<file path="src/rtl/m_store_buffer.sv">
// m_store_buffer: M-stage write-posting store buffer ahead of the data memory.
// Queues stores in program order, drains the head entry into the DM write
// port, merges byte stores into the newest queued word, and raises Stall when
// a store finds no slot or a load targets a word that is still queued.
module m_store_buffer #(
   parameter int DEPTH = 4,
   parameter int PTR_W = 2
) (
   input  logic        Clk,
   input  logic        Reset,
   input  logic        St_Req,
   input  logic [31:0] St_Addr,
   input  logic [31:0] St_Data,
   input  logic [3:0]  St_BE,
   input  logic [31:0] St_PC,
   input  logic        Ld_Req,
   input  logic [31:0] Ld_Addr,
   input  logic        DM_Ready,
   output logic        DM_Wr,
   output logic [31:0] DM_Addr,
   output logic [31:0] DM_Data,
   output logic [3:0]  DM_BE,
   output logic [31:0] DM_PC,
   output logic        Stall,
   output logic        Empty,
   output logic        Full
);

   localparam logic [PTR_W:0] LP_DEPTH = (PTR_W+1)'(DEPTH);
   localparam logic [PTR_W:0] LP_ONE   = (PTR_W+1)'(1);

   // Entry storage
   logic [29:0]      r_addr [DEPTH];
   logic [31:0]      r_data [DEPTH];
   logic [3:0]       r_be   [DEPTH];
   logic [31:0]      r_pc   [DEPTH];

   // Queue bookkeeping
   logic [PTR_W-1:0] r_head;
   logic [PTR_W-1:0] r_tail;
   logic [PTR_W:0]   r_count;

   // Combinational control
   logic             w_empty;
   logic             w_full;
   logic             w_drain;
   logic [PTR_W-1:0] w_last;
   logic             w_st_valid;
   logic             w_merge;
   logic             w_alloc;
   logic             w_ld_hit;
   logic [PTR_W-1:0] w_off;

   assign w_empty    = (r_count == '0);
   assign w_full     = (r_count == LP_DEPTH);
   assign w_drain    = !w_empty && DM_Ready;
   assign w_last     = r_tail - 1'b1;
   // A store with no byte enables is not a store at all
   assign w_st_valid = St_Req && (St_BE != 4'h0);

   // Merging into the head while it is being drained would lose the new
   // bytes, so that case falls through to a fresh allocation instead.
   assign w_merge = w_st_valid && !w_empty
                    && (St_Addr[31:2] == r_addr[w_last])
                    && !((r_count == LP_ONE) && w_drain);
   assign w_alloc = w_st_valid && !w_merge && (!w_full || w_drain);

   // Load hazard: compare against every live entry, including the head being drained
   always_comb begin
      w_ld_hit = 1'b0;
      w_off    = '0;
      for (int unsigned i = 0; i < DEPTH; i++) begin
         w_off = PTR_W'(i) - r_head;
         if (({1'b0, w_off} < r_count) && (r_addr[i] == Ld_Addr[31:2])) begin
            w_ld_hit = 1'b1;
         end
      end
   end

   assign Stall   = (w_st_valid && w_full && !w_drain && !w_merge) || (Ld_Req && w_ld_hit);
   assign Empty   = w_empty;
   assign Full    = w_full;
   assign DM_Wr   = !w_empty;
   assign DM_Addr = {r_addr[r_head], 2'b00};
   assign DM_Data = r_data[r_head];
   assign DM_BE   = r_be[r_head];
   assign DM_PC   = r_pc[r_head];

   // Pointer and occupancy update; drain and allocate may happen together
   always_ff @(posedge Clk or posedge Reset) begin
      if (Reset) begin
         r_head  <= '0;
         r_tail  <= '0;
         r_count <= '0;
      end else begin
         if (w_drain) begin
            r_head <= r_head + 1'b1;
         end
         if (w_alloc) begin
            r_tail <= r_tail + 1'b1;
         end
         case ({w_alloc, w_drain})
            2'b10:   r_count <= r_count + 1'b1;
            2'b01:   r_count <= r_count - 1'b1;
            default: r_count <= r_count;
         endcase
      end
   end

   // Byte enables are cleared on reset so the head reads as an empty write
   always_ff @(posedge Clk or posedge Reset) begin
      if (Reset) begin
         for (int unsigned i = 0; i < DEPTH; i++) begin
            r_be[i] <= '0;
         end
      end else if (w_alloc) begin
         r_be[r_tail] <= St_BE;
      end else if (w_merge) begin
         r_be[w_last] <= r_be[w_last] | St_BE;
      end
   end

   // Address, data and PC payload; only meaningful while an entry is live
   always_ff @(posedge Clk) begin
      if (w_alloc) begin
         r_addr[r_tail] <= St_Addr[31:2];
         r_data[r_tail] <= St_Data;
         r_pc[r_tail]   <= St_PC;
      end else if (w_merge) begin
         r_pc[w_last] <= St_PC;
         for (int unsigned i = 0; i < 4; i++) begin
            if (St_BE[i]) begin
               r_data[w_last][8*i +: 8] <= St_Data[8*i +: 8];
            end
         end
      end
   end

endmodule

</file>
<file path="config.mk">
export PLATFORM = sky130hd
export DESIGN_NAME = m_store_buffer
export DESIGN_NICKNAME = d
export VERILOG_FILES = /design/src/rtl/m_store_buffer.sv
export SDC_FILE = /design/constraint.sdc
export NUM_CORES = 1
export LEC_CHECK = 0
export ABC_AREA = 1
export CORE_ASPECT_RATIO = 1.1
export CORE_MARGIN = 2
export CORE_UTILIZATION = 40
export DETAILED_ROUTE_END_ITERATION = 6
export SLEW_MARGIN = 10
export SYNTH_ARGS = -nofsm -noshare
export SYNTH_HDL_FRONTEND = slang
export SYNTH_SLANG_ARGS = --single-unit
export TNS_END_PERCENT = 100
</file>
<file path="constraint.sdc">
create_clock -name Clk -period 7.3 [get_ports Clk]
set_clock_uncertainty 0.05 [all_clocks]
set_input_delay 1.825 -clock Clk [delete_from_list [all_inputs] [get_ports Clk]]
set_output_delay 1.825 -clock Clk [all_outputs]
set_load 0.03 [all_outputs]
</file>
==> results of run 1 <==
worst register-to-register path, delay by kind of cell (launching register included):
kind	cells	cell delay, ns
and+or+nand+nor	10	2.20
adders and majority gates	1	0.31
DFF	1	0.50
buffers and inverters	5	1.41
xor gates and xnor gates	1	0.29
layer usage:
metal,GRT usage,up-vias
met5,0,-
met4,0.103,10
met3,0.0538,125
met2,0.364,540
met1,0.289,6962
li1,-,6787
worst paths after layout:
kind | from | end | cells past startpoint
worst min-delay path | r_be[6] | r_be[6] | 2
worst max-delay path | St_BE[1] | Stall | 13
worst min register to register | r_be[6] | r_be[6] | 2
max in group asynchronous | Reset | r_head[0] | 2
worst max register to register | r_tail[1] | r_pc[2][25] | 17
min in group asynchronous | Reset | r_head[1] | 2
cell families (layout without fill, tap and decap cells):
family	count (synthesis)	after routing	share of synthesized area
flip-flops	399	399	0.628
AO/OA/AOI/OAI	168	168	0.0629
other	1	5	0.000198
adder cells (fa/ha/maj)	15	15	0.00993
XOR/XNOR	76	76	0.0352
AND/OR/NAND/NOR	924	924	0.217
buffers and inverters	216	464	0.0467
final cells by class:
cell class                      instances  area (µm²)
Timing Repair Buffer                  257        2520
Antenna cell                            3        7.51
Tap cell                              595         744
Sequential cell                       399       11900
Multi-Input combinational cell       1185        6200
Fill cell                            4242       23400
Inverter                              128         480
Clock inverter                         22         200
Clock buffer                           57        1160
flip-flops by register name, indices dropped and copies added, names as in the netlist:
register / cells
r_addr: 120
r_be: 16
r_count: 3
r_data: 128
r_head: 2
r_pc: 128
r_tail: 2
power by group through the flow:
stage          Combinational, µW  Clock [µW]  Sequential [µW]
5_1_grt                     5300        2250             3320
3_5_place_dp                4940           0             3320
4_1_cts                     4970        2160             3280
3_3_place_gp                4920           0             3310
2_1_floorplan               3080           0             3170
6_report                    4920        2120             3280
per-stage QoR:
step	instance area [µm²]	hold WS [ns]	total power, µW	worst slack (ns)
after floorplan	18900	0.426	6250	2.17
after global placement	21800	0.449	8230	1.18
after detailed placement	21800	0.462	8270	1.20
after CTS	23200	0.477	10400	1.17
after global routing	23200	0.503	10900	0.930
final	23200	0.468	10300	1.15
layout by cell type, fill, tap and decap left out, drive strengths merged:
master | Yosys | layout
a211oi | 1 | 1
a21oi | 14 | 14
a22o | 2 | 2
a22oi | 98 | 98
buf | 32 | 24
bufinv | 0 | 3
clkbuf | 56 | 57
clkdlybuf4s50 | 0 | 233
clkinv | 1 | 17
conb | 1 | 2
dfrtp | 23 | 23
diode | 0 | 3
edfxtp | 376 | 376
ha | 15 | 15
inv | 127 | 130
nand2 | 455 | 455
nand3 | 284 | 284
nand3b | 11 | 11
nand4 | 36 | 36
nor2 | 99 | 99
nor3 | 12 | 12
nor4 | 14 | 14
o2111ai | 3 | 3
o211ai | 18 | 18
o21a | 1 | 1
o21ai | 19 | 19
o221ai | 6 | 6
o22ai | 6 | 6
or2 | 13 | 13
xnor2 | 26 | 26
xor2 | 50 | 50
==> flow_summary.ini, run 1 <==
[outcome]
status = finished clean

[placement]
io_buffers = 234
routabilityCongestion = 0.878
dp.cells = 2564
hpwl_um = 35600

[power]
power_frac_seq = 0.318
p_comb_frac = 0.476
ir_drop_mv = 0.313
clkPwrFrac = 0.206
p_int_uw = 5830
power_density_mw_per_mm2 = 445
p_sw_frac = 0.436
power.switching_uw = 4500
p_leak_uw = 0.00883

[worst_setup_path]
path_max_fanout = 32
cp.required_ns = 5.43
crit_family = simple AND/OR/NAND/NOR gates
slowest_delay_ns = 0.65
cp-start-kind = input pin
worst-setup-path-type = in -> out
cp_common_cell = nand2_1
crit_chain = clkdlybuf4s50_1 -> inv_1 -> nand4_1 -> nand2_1 -> nor2_1 -> nand3_1 -> nor2_1 -> nand2_1 -> nor2_4 -> nand2_4 -> nand2_1 -> o21ai_0 -> buf_12
critical_path_arrival_ns = 4.28
critPathCaptureType = output pin
r2r_setup_slack_ns = 2.23
cp_slowest_cell = clkdlybuf4s50_1
crit_buf_inv = 3

[sta]
hold_viol = 0
relSlewSlack = 0.290
setup_violations = 0
max_freq_ghz = 0.163
period_minus_slack_ns = 6.15
fin_crit_sh = 0.843
slew_viol_final = 0
rsz0062_at_grt = no
tightest_slew_ns = 1.06
setup_tns_ns = 0

[clocking]
insertion_delay_ns = 0.59
ctsResizeCount = 0
clock-sinks = 399
clk_pin_slew_ns = 0.06
h-tree-depth = 2
cts_made_buffers = 43
cts_root_buf = clkbuf_16
cts-hold-fix-buffers = 0
clock_path_buffers = 3
cts_setup_buffers = 0
cts_tree = yes

[global_routing]
antenna_found_initial = 8
grt_max_degree = 78
grt_pass1_wl_um = 83300
grt-ovfl-total = 0
grt_usage = 0.226
grt_pass1_vias = 14300

[floorplan]
start_util = 0.405
core_area_mm2 = 0.0466
dieArea_mm2 = 0.0490
io_pins = 241
num_rows = 83
die_h_um = 232
die_x_um = 211

[synthesis]
synth_top_cell_area_share = 0.597
synth_area_mm2 = 0.0189
async_reset_ff_frac = 0.0576
syn_inst = 1799
synth-main-ff-cell = edfxtp_1
yosys.cell_count.top_type = nand2_1
yosysTopAreaCell = edfxtp_1
synth.area.top_cells = edfxtp_1 (60%), nand2_1 (9.0%), nand3_1 (7.5%)
synth.distinct_cells = 39
syn_avg_cell_area_um2 = 10.5
yosys-top-cells-count = nand2_1 (452), edfxtp_1 (376), nand3_1 (283), inv_1 (124), a22oi_1 (98)
synth_edf_count = 376
ys_warn_count = 0
yosysSeqAreaShare = 0.628
ys_ff_latch = 399

[finish]
syn_to_final_growth_pct = 22.7
final_util = 0.497
layoutNonFillerInstCount = 2646
finalNetCount = 2166
drive_above_1_share = 0.0601

[routing]
drtPass1Iterations = 5
dr.first_iter.drc_count = 1076
top_layer_used = met5
drc = 0
wl_met3_um = 4540
wirelength_um = 55900
wl_met2_um = 26400
num_vias = 14400
viasPerCell = 5.45
wl_met1_um = 22900
ant_nets = 0
post_drt_wl_per_cell_um = 21.1

[min_path]
hp-class = reg -> reg

[job]
drv_cap = 0
Power figures use the tool's default switching activity.
==> run 2: changes to the inputs <==
==> constraint.sdc (replaced) <==
create_clock -name Clk -period 6.3 [get_ports Clk]
set_clock_uncertainty 0.05 [all_clocks]
set_input_delay 1.575 -clock Clk [delete_from_list [all_inputs] [get_ports Clk]]
set_output_delay 1.575 -clock Clk [all_outputs]
set_load 0.03 [all_outputs]
==> flow_summary.ini, run 2 (synthesis results as in run 1) <==
[floorplan]
die_x_um = 211
io_pins = 241
core_area_mm2 = 0.0466
dieArea_mm2 = 0.0490
num_rows = 83
die_h_um = 232
start_util = 0.405

[routing]
post_drt_wl_per_cell_um = 21.2
wirelength_um = 56100
drc = 0
viasPerCell = 5.39
dr.first_iter.drc_count = 1228
num_vias = 14300
drtPass1Iterations = 5
ant_nets = 0

[finish]
final_common_cell = nand2_1
drive_above_1_share = 0.0599
reg_top3 = r_data (128), r_pc (128), r_addr (120)
nFillCells = 4145
syn_to_final_growth_pct = 23.0
layout_common_cells = nand2_1 (452), edfxtp_1 (376), nand3_1 (283)
finalNetCount = 2171

[sta]
max_freq_ghz = 0.178
period_minus_slack_ns = 5.62
tightest_slew_ns = 0.991
whs_ns = 0.464
setup_tns_ns = 0
setup_violations = 0
hold_viol = 0
slew_viol_final = 0
fin_crit_sh = 0.892
rsz0062_at_grt = no
relSlewSlack = 0.339

[worst_setup_path]
critPathLaunch = r_tail[1]
crit_family = buffers and inverters
cp_slowest_cell = inv_2
worst-setup-path-type = reg -> out
slowest_delay_ns = 0.60
cp-start-kind = register
critical_path_arrival_ns = 4.00
crit_buf_inv = 5
cp.required_ns = 4.68
crit_chain = inv_1 -> ha_1 -> inv_2 -> buf_4 -> nand3_1 -> nand3b_1 -> nand2_1 -> inv_1 -> nand2_1 -> nor2_1 -> nand2_1 -> nor2_4 -> nand2_4 -> nand2_1 -> o21ai_0 -> buf_12
critPathCaptureType = output pin
rr_startpoint = r_tail[1]
path_max_fanout = 31
cp_common_cell = nand2_1

[clocking]
cts_made_buffers = 43
cts_tree = yes
insertion_delay_ns = 0.58
h-tree-depth = 2
cts-hold-fix-buffers = 0
clock-sinks = 399
clk_pin_slew_ns = 0.06
clock_path_buffers = 3
ctsResizeCount = 0
cts_setup_buffers = 0
cts_root_buf = clkbuf_16

[placement]
hpwl_um = 35400
routabilityCongestion = 0.882
io_buffers = 234

[outcome]
status = finished clean

[global_routing]
grt_pass1_wl_um = 84600
antenna_found_initial = 7
grt_max_degree = 99
grt_usage = 0.229
grt_pass1_vias = 14300
grt-ovfl-total = 0

[job]
drv_cap = 0

[power]
p_leak_uw = 0.00885
ir_drop_mv = 0.338
power_density_mw_per_mm2 = 517

[min_path]
min_from = r_be[5]
hp-class = reg -> reg
run 2: cell types whose count changed in the layout (fill, tap and decap cells not counted), moves of 4 or more:
cell,delta
clkinv_2,-6
buf_4,+4
clkbuf_1,-5
clkinv_1,+9
run 2: layout make-up:
class,instances,area (µm²),share of cell area
inverters,128,480,0.0207
multi-input cells,1185,6200,0.267
repair buffers,262,2570,0.111
flip-flops and latches,399,11900,0.511
clock inverters,27,241,0.0104
clock buffers,51,1130,0.0485
well taps,595,744,0.0320
diodes,2,5.00,0.000215
run 2: final timing paths:
check                                    to  slack, ns  cells after the start
max in group asynchronous         r_head[1]       3.99                      2
min in group asynchronous         r_head[0]       1.48                      2
worst max register to register  r_pc[2][22]       1.30                     18
worst min-delay path                r_be[5]       0.46                      2
worst max-delay path                  Stall       0.68                     16
worst min register to register      r_be[5]       0.46                      2
run 2: worst register-to-register path, cell delays in order (launching register included):
cell and delay (ns):
dfrtp_1 0.50, inv_1 0.13, ha_1 0.32, inv_2 0.60, buf_4 0.33, nand3_1 0.12
nand3b_1 0.11, nand2_1 0.06, inv_1 0.09, nand2_1 0.06, nor2_1 0.11, nand2_1 0.12
nor2_4 0.23, nand2_4 0.15, buf_4 0.25, xor2_1 0.23, nand2_1 0.34, nor2_4 0.60
buf_4 0.31
run 2: power breakdown:
| part | total, µW | leakage [µW] | internal [µW] | switching [µW] |
|---|---|---|---|---|
| sequential | 3740 | 0.00374 | 3470 | 273 |
| combinational | 5800 | 0.00445 | 1880 | 3920 |
| clock | 2480 | 0.000662 | 1440 | 1040 |
run 2: stage by stage:
stage | utilization | instance area, µm² | setup WS [ns] | power (µW) | std cells
finish | 0.499 | 23300 | 0.678 | 12000 | 2649
global route | 0.499 | 23300 | 0.362 | 12700 | 2648
CTS | 0.499 | 23200 | 0.692 | 12100 | 2647
detailed placement | 0.469 | 21900 | 0.843 | 9590 | 2569
global placement | 0.469 | 21900 | 0.865 | 9570 | 2569
floorplan | - | 18900 | 1.67 | 7240 | 1800
run 2: per-layer routing:
metal / share of wire / track usage / vias to the layer above
li1: - / - / 6793
met4: 0.027 / 0.0724 / 10
met3: 0.083 / 0.0584 / 92
met5: 0.0013 / 0 / -
met1: 0.41 / 0.289 / 6831
met2: 0.48 / 0.384 / 541
